===== config.mk =====
export PLATFORM = sky130hd
export DESIGN_NAME = udp_payload_unpacker_flat
export DESIGN_NICKNAME = d
export VERILOG_FILES = /design/src/rtl/udp_pkg.sv /design/src/rtl/udp_payload_unpacker_if.sv /design/src/rtl/sat_counter.sv /design/src/rtl/udp_payload_unpacker.sv /design/src/flat_wrapper.sv
export SDC_FILE = /design/constraint.sdc
export NUM_CORES = 1
export LEC_CHECK = 0
export CORE_ASPECT_RATIO = 1.1
export CORE_UTILIZATION = 45
export CTS_CLUSTER_SIZE = 28
export DETAILED_ROUTE_END_ITERATION = 10
export PLACE_DENSITY = 0.79
export SLEW_MARGIN = 20
export SYNTH_ARGS = -nofsm -noshare
export SYNTH_HDL_FRONTEND = slang
export SYNTH_HIERARCHICAL = 1
export SYNTH_SLANG_ARGS = --single-unit

===== constraint.sdc =====
create_clock -name clk -period 4.7 [get_ports clk]
set_input_delay 0.47 -clock clk [delete_from_list [all_inputs] [get_ports clk]]
set_output_delay 0.47 -clock clk [all_outputs]
set_load 0.02 [all_outputs]

===== src/rtl/udp_pkg.sv =====
// Shared constants, FSM state type and byte-lane helper for the UDP payload
// unpacker and the register bank it feeds.
package udp_pkg;

  localparam int UDP_NUM_WORDS     = 8;
  localparam int UDP_PAYLOAD_BYTES = 32;

  typedef enum logic [1:0] {
    IDLE,
    SKIP,
    COLLECT,
    DRAIN
  } state_t;

  // Big-endian lane mapping: lane 0 is the most significant byte of a word.
  function automatic logic [4:0] byte_lane_lsb(input logic [1:0] lane);
    return {~lane, 3'b000};
  endfunction

endpackage


===== src/rtl/udp_payload_unpacker_if.sv =====
// Avalon-ST 8-bit byte stream with sop/eop framing, as delivered by the
// Ethernet receive path.
interface udp_payload_unpacker_if;

  logic [7:0] st_data;
  logic       st_valid;
  logic       st_sop;
  logic       st_eop;
  logic       st_error;
  logic       st_ready;

  modport master (
    output st_data,
    output st_valid,
    output st_sop,
    output st_eop,
    output st_error,
    input  st_ready
  );

  modport slave (
    input  st_data,
    input  st_valid,
    input  st_sop,
    input  st_eop,
    input  st_error,
    output st_ready
  );

endinterface


===== src/rtl/sat_counter.sv =====
// Event counter that sticks at all-ones instead of wrapping.
module sat_counter #(
  parameter int CNT_W = 16
) (
  input  logic             clk,
  input  logic             reset,
  input  logic             inc,
  output logic [CNT_W-1:0] count
);

  always_ff @(posedge clk) begin
    if (reset) begin
      count <= '0;
    end else if (inc && (count != '1)) begin
      count <= count + 1'b1;
    end
  end

endmodule


===== src/rtl/udp_payload_unpacker.sv =====
// Skips an optional application header, assembles the next 32 payload bytes
// into eight big-endian words and publishes them only for clean packets.
module udp_payload_unpacker
  import udp_pkg::*;
#(
  parameter int HEADER_BYTES = 0,
  parameter int CNT_W        = 16
) (
  input  logic                  clk,
  input  logic                  reset,
  udp_payload_unpacker_if.slave st,
  output logic [31:0]           reg_0,
  output logic [31:0]           reg_1,
  output logic [31:0]           reg_2,
  output logic [31:0]           reg_3,
  output logic [31:0]           reg_4,
  output logic [31:0]           reg_5,
  output logic [31:0]           reg_6,
  output logic [31:0]           reg_7,
  output logic                  udp_data_valid,
  output logic [CNT_W-1:0]      pkt_count,
  output logic [CNT_W-1:0]      drop_count
);

  localparam logic [7:0] HDR_LAST = 8'(HEADER_BYTES - 1);
  localparam logic [4:0] LAST_IDX = 5'(UDP_PAYLOAD_BYTES - 1);

  state_t      state;
  state_t      next_state;
  logic [7:0]  skip_cnt;
  logic [4:0]  byte_idx;
  logic [4:0]  wr_idx;
  logic [31:0] shadow      [UDP_NUM_WORDS];
  logic [31:0] shadow_next [UDP_NUM_WORDS];
  logic [31:0] pub         [UDP_NUM_WORDS];
  logic        store;
  logic        commit;
  logic        drop_abort;
  logic        drop_pkt;
  logic        drop_pending;
  logic        drop_inc;

  assign st.st_ready = 1'b1;

  always_comb begin
    next_state = state;
    store      = 1'b0;
    commit     = 1'b0;
    drop_abort = 1'b0;
    drop_pkt   = 1'b0;
    if (st.st_valid) begin
      if (st.st_sop) begin
        drop_abort = (state != IDLE);
        if (HEADER_BYTES == 0) begin
          store      = 1'b1;
          next_state = COLLECT;
        end else if (HEADER_BYTES == 1) begin
          next_state = COLLECT;
        end else begin
          next_state = SKIP;
        end
        if (st.st_eop) begin
          drop_pkt   = 1'b1;
          next_state = IDLE;
        end
      end else begin
        case (state)
          SKIP: begin
            if (st.st_eop) begin
              drop_pkt   = 1'b1;
              next_state = IDLE;
            end else if (skip_cnt == HDR_LAST) begin
              next_state = COLLECT;
            end
          end
          COLLECT: begin
            store = 1'b1;
            if (byte_idx == LAST_IDX) begin
              if (!st.st_eop) begin
                next_state = DRAIN;
              end else if (st.st_error) begin
                drop_pkt   = 1'b1;
                next_state = IDLE;
              end else begin
                commit     = 1'b1;
                next_state = IDLE;
              end
            end else if (st.st_eop) begin
              drop_pkt   = 1'b1;
              next_state = IDLE;
            end
          end
          DRAIN: begin
            if (st.st_eop) begin
              drop_pkt   = !st.st_error;
              drop_pkt   = st.st_error;
              commit     = !st.st_error;
              next_state = IDLE;
            end
          end
          default: ;
        endcase
      end
    end
  end

  // The byte being stored this beat is merged in here so that a commit on
  // byte 31 publishes it in the same cycle.
  assign wr_idx = st.st_sop ? 5'd0 : byte_idx;

  always_comb begin
    shadow_next = shadow;
    if (store) begin
      shadow_next[wr_idx[4:2]][byte_lane_lsb(wr_idx[1:0]) +: 8] = st.st_data;
    end
  end

  always_ff @(posedge clk) begin
    if (reset) begin
      state          <= IDLE;
      skip_cnt       <= '0;
      byte_idx       <= '0;
      udp_data_valid <= 1'b0;
      shadow         <= '{default: '0};
      pub            <= '{default: '0};
    end else begin
      state          <= next_state;
      udp_data_valid <= commit;
      shadow         <= shadow_next;
      if (commit) begin
        pub <= shadow_next;
      end
      if (st.st_valid && st.st_sop) begin
        skip_cnt <= 8'd1;
        byte_idx <= (HEADER_BYTES == 0) ? 5'd1 : 5'd0;
      end else begin
        if (st.st_valid && (state == SKIP)) begin
          skip_cnt <= skip_cnt + 8'd1;
        end
        if (store) begin
          byte_idx <= byte_idx + 5'd1;
        end
      end
    end
  end

  // An aborting sop that is also a one-byte packet drops twice; the second
  // increment is carried into the next cycle.
  assign drop_inc = drop_abort | drop_pkt | drop_pending;

  always_ff @(posedge clk) begin
    if (reset) begin
      drop_pending <= 1'b0;
    end else begin
      drop_pending <= (drop_abort & drop_pkt) | (drop_pending & (drop_abort | drop_pkt));
    end
  end

  sat_counter #(.CNT_W(CNT_W)) u_pkt_cnt (
    .clk   (clk),
    .reset (reset),
    .inc   (commit),
    .count (pkt_count)
  );

  sat_counter #(.CNT_W(CNT_W)) u_drop_cnt (
    .clk   (clk),
    .reset (reset),
    .inc   (drop_inc),
    .count (drop_count)
  );

  assign reg_0 = pub[0];
  assign reg_1 = pub[1];
  assign reg_2 = pub[2];
  assign reg_3 = pub[3];
  assign reg_4 = pub[4];
  assign reg_5 = pub[5];
  assign reg_6 = pub[6];
  assign reg_7 = pub[7];

endmodule

===== src/flat_wrapper.sv =====
// flat-port wrapper written by rule: the top's interface ports become plain ports
module udp_payload_unpacker_flat import udp_pkg::*;
#(
  parameter int HEADER_BYTES = 0,
  parameter int CNT_W        = 16
)
  (clk, reset, reg_0, reg_1, reg_2, reg_3, reg_4, reg_5, reg_6, reg_7, udp_data_valid, pkt_count, drop_count, st_st_data, st_st_valid, st_st_sop, st_st_eop, st_st_error, st_st_ready);
  udp_payload_unpacker_if st_i ();
  input  logic clk;
  input  logic reset;
  output logic [31:0] reg_0;
  output logic [31:0] reg_1;
  output logic [31:0] reg_2;
  output logic [31:0] reg_3;
  output logic [31:0] reg_4;
  output logic [31:0] reg_5;
  output logic [31:0] reg_6;
  output logic [31:0] reg_7;
  output logic udp_data_valid;
  output logic [CNT_W-1:0] pkt_count;
  output logic [CNT_W-1:0] drop_count;
  input wire logic [$bits(st_i.st_data)-1:0] st_st_data;
  input wire logic [$bits(st_i.st_valid)-1:0] st_st_valid;
  input wire logic [$bits(st_i.st_sop)-1:0] st_st_sop;
  input wire logic [$bits(st_i.st_eop)-1:0] st_st_eop;
  input wire logic [$bits(st_i.st_error)-1:0] st_st_error;
  output wire logic [$bits(st_i.st_ready)-1:0] st_st_ready;
  assign st_i.st_data = st_st_data;
  assign st_i.st_valid = st_st_valid;
  assign st_i.st_sop = st_st_sop;
  assign st_i.st_eop = st_st_eop;
  assign st_i.st_error = st_st_error;
  assign st_st_ready = st_i.st_ready;
  udp_payload_unpacker #(.HEADER_BYTES(HEADER_BYTES), .CNT_W(CNT_W)) u_core (.clk(clk), .reset(reset), .st(st_i), .reg_0(reg_0), .reg_1(reg_1), .reg_2(reg_2), .reg_3(reg_3), .reg_4(reg_4), .reg_5(reg_5), .reg_6(reg_6), .reg_7(reg_7), .udp_data_valid(udp_data_valid), .pkt_count(pkt_count), .drop_count(drop_count));
endmodule

==> impl_metrics.json, run 1 <==
{
  "grt_max_degree": 197,
  "hold_class": "in2reg",
  "hold_viol_final": 0,
  "synth_commonest_cells": "dfxtp_1, nor2_1, mux2i_1, a211oi_1, clkbuf_1",
  "synthArstFlopShare_pct": 0,
  "grt_pass1_vias": 15665,
  "netlist_top_cells_area": "dfxtp_1, mux2i_1, nor2_1",
  "post_cts_buffers": 0,
  "synth-simple-area-share_pct": 16.4,
  "slowest_stage": "nor3b_2",
  "synth_top_area_share_pct": 54.1,
  "fin_tns_setup_ps": 0,
  "ys_warn_count": 6,
  "root_buffer": "clkbuf_16",
  "port_buffers": 302,
  "drtAntennaViolNets": 0,
  "worstSetupStartpointType": "register",
  "pre_cts_ws_ps": 1010,
  "power_uw": 9510,
  "synthXorXnorAreaFrac_pct": 0.380,
  "vias": 16335,
  "post_cts_resized": 0,
  "synth_fp_nets": 2109,
  "relSlewSlack_pct": 29.6,
  "synthCells": 2085,
  "synth_mux_area_share_pct": 12.6,
  "synth_edf_count": 0,
  "layout_setup_ws_ps": 1540,
  "core_region_area_um2": 45600,
  "skew_ps": 19.3,
  "period_needed_ps": 3160,
  "grt_pass1_wl_um": 92000,
  "end_kind": "register",
  "failed_checks": "DRC",
  "max_stage_delay_ps": 640,
  "ys_types": 55,
  "cts-htree-levels": 2,
  "hold_buffers": 0,
  "finalSetupViolations": 0,
  "die_h_um": 227,
  "viasPerCell": 5.53,
  "maxSlewViolCount": 0,
  "synth-seq-area-share_pct": 54.1,
  "clk_latency_ps": 620,
  "r2r_setup_slack_ps": 1540,
  "worstPathMaxFanout": 11,
  "clk_path_buf_depth": 3,
  "cts.sinks": 561,
  "critPathTopFamily": "simple AND/OR/NAND/NOR gates",
  "fmax_mhz": 316,
  "rsz0062_at_grt": "false",
  "final_nets": 2344,
  "wirelength_um": 61500,
  "clkTransAtPathRegs_ps": 60,
  "synth_top_family_by_area": "simple AND/OR/NAND/NOR gates",
  "initial_core_util_pct": 45.6,
  "drt-pass1-iter-count": 11,
  "gp_congestion": 0.876,
  "wl_per_cell_um": 20.8,
  "peakVddDrop_uv": 258,
  "synth_compound_area_share_pct": 12.6,
  "die_x_um": 207,
  "worstPathArrival_ps": 3680,
  "core.rowCount": 82,
  "layoutNonFillerInstCount": 2952,
  "syn_area_um2": 20800,
  "cts_buffers": 54,
  "dp_cells": 2852,
  "fin_util_pct": 57.5,
  "syn_avg_cell_area_um2": 9.95,
  "synth_most_common_cell": "dfxtp_1",
  "max_cap_violations": 0,
  "ys_ff_latch": 561,
  "dr.first_iter.drc_count": 1303,
  "yosysTopAreaCell": "dfxtp_1",
  "tightestPinTransition_ps": 1050,
  "critical_path_class": "reg2reg",
  "cts_tree": "built",
  "area_growth_pct": 26.3,
  "drc_errors": 18,
  "grt_usage_pct": 25.7,
  "grt-ovfl-total": 0,
  "synth_fa_ha_area_share_pct": 0.603,
  "total_leakage_power_uw": 0.00878,
  "path_buf_inv": 2,
  "status": "complete, but fails checks",
  "io_pins": 304,
  "antenna_found_initial": 1,
  "die_area_um2": 47000,
  "critPathRequiredTime_ps": 5220,
  "synth_ff_type": "dfxtp_1",
  "hpwl_um": 41700,
  "period_share_pct": 67.3,
  "drive_above_1_share_pct": 9.14,
  "power_density_nw_per_um2": 363,
  "path_cells": "nor2b_2 -> inv_1 -> ha_1 -> nand2b_1 -> nor3b_2 -> buf_4 -> mux2i_1 -> a211oi_1"
}
[power by group]
| group | switching, uW | internal, uW |
|---|---|---|
| sequential | 6.33 | 4760 |
| clock | 1860 | 2630 |
| combinational | 188 | 66.8 |
[area by class of cell]
class                   instances  area, um2
diodes                          1       2.50
inverters                      10       37.5
fillers                      3842      19300
well taps                     588        736
flip-flops and latches        561      11200
repair buffers                344       3430
multi-input cells            1349       8900
clock inverters                18        229
clock buffers                  81       1630
[cell families (layout without fill, tap and decap cells)]
group / count (synthesis) / in the layout
muxes: 261 / 261
and+or+nand+nor: 734 / 734
DFF: 561 / 561
AOI/OAI and AO/OA: 334 / 334
buffers and inverters: 175 / 453
other: 1 / 2
adders and majority gates: 10 / 10
xor gates and xnor gates: 9 / 9
[worst register-to-register path, stage by stage (launching register included)]
cell and delay, ps:
dfxtp_1 410, nor2b_2 200, inv_1 80, ha_1 620, nand2b_1 390, nor3b_2 640
buf_4 330, mux2i_1 130, a211oi_1 270
[flip-flops by register name (all words and copies together), names as in the netlist, 8 cells and up]
name	cells
u_core/shadow	256
u_core/reg_0	32
u_core/reg_1	32
u_core/reg_2	32
u_core/reg_3	32
u_core/reg_4	32
u_core/reg_5	32
u_core/reg_6	32
u_core/reg_7	32
u_core/u_drop_cnt/count	16
u_core/u_pkt_cnt/count	16
u_core/skip_cnt	8
[cell usage in the layout (no fill, tap or decap), drive strengths merged, types with 5 or more instances in the layout]
cell type      count
dfxtp            561
nor2             552
clkdlybuf4s50    301
mux2i            259
a211oi           257
clkbuf            81
buf               43
a21oi             30
nand2             25
nand3             21
nor3              21
o31ai             19
and2              16
o21ai             15
or3               14
or4               14
inv               13
nand4             11
ha                10
clkinv             9
nor3b              8
xnor2              8
nor4b              8
nor2b              7
nor4               7
and4               6
nand4b             5
[per-stage QoR]
stage	cell area, um2	hold WS (ps)
after floorplan	20800	456
after global placement	24300	468
after detailed placement	24300	477
after CTS	26200	408
after global routing	26200	442
final	26200	407
[metal layers]
layer / vias to the layer above / GRT usage, % / share of wire [%]
met5: - / 0 / 0
met4: 0 / 11.5 / 4.3
met3: 147 / 6.76 / 7.8
met2: 569 / 42.3 / 48
met1: 7817 / 31.3 / 40
li1: 7802 / - / -
[path summary, 6_finish.rpt]
| path | startpoint | end | cells after the start |
|---|---|---|---|
| min reg2reg | u_core/shadow[24]$_SDFF_PP0_ | u_core/shadow[24]$_SDFF_PP0_ | 2 |
| min | reset | u_core/u_drop_cnt/count[0]$_SDFFE_PP0P_ | 2 |
| max | u_core/byte_idx[0]$_SDFFE_PP0P_ | u_core/reg_1[15]$_SDFFE_PP0P_ | 8 |
| max reg2reg | u_core/byte_idx[0]$_SDFFE_PP0P_ | u_core/reg_1[15]$_SDFFE_PP0P_ | 8 |
No activity file was read; power rests on OpenSTA's default activity.
==> inputs of run 2 (changes only) <==
- PLACE_DENSITY: 0.79 -> 0.82
- clock period: 4.7 -> 2.8 ns (I/O delays scaled with it)
==> run 2 against run 1 <==
The run still ends with DRC left. Via count increased by 2.6%. Combinational power increased by 86%. First-iteration DRC count increased by 5.5%. Cell area increased by 3.9%. Worst hold slack got worse by 260 ps. Flip-flop and latch count unchanged. Sequential share of layout area decreased by 1.6 points. Clock skew decreased by 1.8 ps. Largest power group unchanged. Utilization increased by 2.2 points. Clock power increased by 62%. Worst setup slack got worse by 1400 ps. Register-to-register slack got worse by 1400 ps.
==> impl_metrics.json, run 2 (synthesis gave the netlist of run 1 again) <==
{
  "pre_cts_ws_ps": -68.8,
  "critPathRequiredTime_ps": 3320,
  "relSlewSlack_pct": 45.9,
  "period_needed_ps": 2690,
  "vias": 16760,
  "die_h_um": 227,
  "antenna_found_initial": 2,
  "hold_buffers": 0,
  "slowest_stage": "or4_1",
  "io_pins": 304,
  "drt-pass1-iter-count": 11,
  "drtAntennaViolNets": 0,
  "path_buf_inv": 1,
  "rr_startpoint": "u_core/byte_idx[0]$_SDFFE_PP0P_",
  "cts_buffers": 53,
  "max_stage_delay_ps": 480,
  "p_seq_share_pct": 50.7,
  "comb_power_share_pct": 3.0,
  "core.rowCount": 82,
  "grt_max_degree": 111,
  "grt-ovfl-total": 0,
  "wl_per_cell_um": 20.7,
  "end_kind": "register",
  "intPower_uw": 12400,
  "cts_tree": "built",
  "total_leakage_power_uw": 0.00935,
  "num_antenna_cells": 0,
  "r2r_cells": 11,
  "clk_path_buf_depth": 3,
  "die_x_um": 207,
  "root_buffer": "clkbuf_16",
  "largest_register_ffs": 256,
  "crit_top_cell": "ha_1",
  "tightestPinTransition_ps": 801,
  "fin_tns_setup_ps": 0,
  "hpwl_um": 43500,
  "grt_pass1_vias": 16150,
  "layout_setup_ws_ps": 110,
  "drive_above_1_share_pct": 12.5,
  "r2r_setup_slack_ps": 110,
  "critical_path_class": "reg2reg",
  "regArea_um2": 11200,
  "area_growth_pct": 31.2,
  "peakVddDrop_uv": 478,
  "worstPathArrival_ps": 3210,
  "die_area_um2": 47000,
  "switching_share_pct": 21.6,
  "grt_usage_pct": 26.0,
  "rsz0062_at_grt": "false",
  "hold_viol_final": 0,
  "gp_congestion": 0.865,
  "core_region_area_um2": 45600,
  "switching_power_uw": 3400,
  "failed_checks": "DRC",
  "port_buffers": 302,
  "finalSetupViolations": 0,
  "multiInputGateArea_um2": 8980,
  "worstPathMaxFanout": 10,
  "initial_core_util_pct": 45.6,
  "maxSlewViolCount": 0,
  "grt_pass1_wl_um": 92700,
  "mostFrequentLayoutCells": "dfxtp_1, nor2_1, clkdlybuf4s50_1",
  "nFillCells": 3696,
  "status": "complete, but fails checks",
  "cts.sinks": 561,
  "drc_errors": 19,
  "fmax_mhz": 372,
  "top_register": "u_core/shadow",
  "critPathTopFamily": "simple AND/OR/NAND/NOR gates",
  "skew_ps": 17.6,
  "r2r_end": "u_core/u_drop_cnt/count[15]$_SDFFE_PP0P_",
  "period_share_pct": 96.1,
  "hold_start": "reset",
  "viasPerCell": 5.51,
  "max_cap_violations": 0,
  "wirelength_um": 62900,
  "clkTransAtPathRegs_ps": 60,
  "clk_latency_ps": 590,
  "dr.first_iter.drc_count": 1375,
  "hold_class": "in2reg",
  "cts-htree-levels": 2,
  "hold_end": "u_core/shadow[30]$_SDFF_PP0_",
  "p_clk_share_pct": 46.3,
  "final_nets": 2435,
  "path_cells": "ha_1 -> and3_1 -> ha_1 -> nor2_4 -> nor3_1 -> o21ai_1 -> a21o_1 -> nand2_1 -> buf_4 -> or4_1 -> a21oi_1",
  "worstSetupStartpointType": "register",
  "power_density_nw_per_um2": 579,
  "min_delay_path_depth": 2,
  "layout_commonest_cell": "dfxtp_1"
}
-- run 2: worst max path at each step --
stage	start	end	cells past startpoint
floorplan	u_core/byte_idx[3]$_SDFFE_PP0P_	u_core/u_pkt_cnt/count[9]$_SDFFE_PP0P_	12
detailed placement	st_st_sop	u_core/reg_1[8]$_SDFFE_PP0P_	9
CTS	u_core/byte_idx[0]$_SDFFE_PP0P_	u_core/u_drop_cnt/count[6]$_SDFFE_PP0P_	11
global route	u_core/byte_idx[0]$_SDFFE_PP0P_	u_core/u_drop_cnt/count[13]$_SDFFE_PP0P_	11
global placement	st_st_sop	u_core/reg_1[8]$_SDFFE_PP0P_	9
finish	u_core/byte_idx[0]$_SDFFE_PP0P_	u_core/u_drop_cnt/count[15]$_SDFFE_PP0P_	11
-- run 2: area by class of cell --
type                       instances  share of cell area, %
inverter                          10                  0.138
clock inverter                    23                  0.951
sequential                       561                   41.3
timing repair buffer             436                   16.5
multi-input combinational       1349                   33.0
clock buffer                      73                   5.52
tap                              588                   2.70
-- run 2: power by group through the flow --
stage	Clock [uW]	Combinational (uW)	Sequential [uW]
floorplan	0	248	8180
global route	7730	497	8000
global placement	0	457	8180
CTS	7410	468	8000
detailed placement	0	468	8180
finish	7290	473	8000
-- run 2: routing by layer --
layer	up-vias	GRT usage (%)	part of all wire [%]
li1	7984	-	-
met1	7987	31.3	39
met2	640	43.0	48
met3	147	6.63	8.1
met4	2	13.0	5.0
met5	-	0	0.021
-- run 2: metrics by stage --
step	util, %	std cells	area (um2)	hold slack (ps)	power, uW
CTS	59.6	3038	27200	120	15900
global route	59.8	3040	27200	148	16200
detailed placement	55.7	2942	25400	477	8650
global placement	55.7	2942	25400	468	8630
finish	59.8	3040	27200	144	15800
floorplan	-	2085	20800	456	8430
-- run 2: timing repair --
item / CTS / global route
setup buffers: 0 / 1
resized for setup: 0 / 10
setup endpoints to repair: 0 / 115
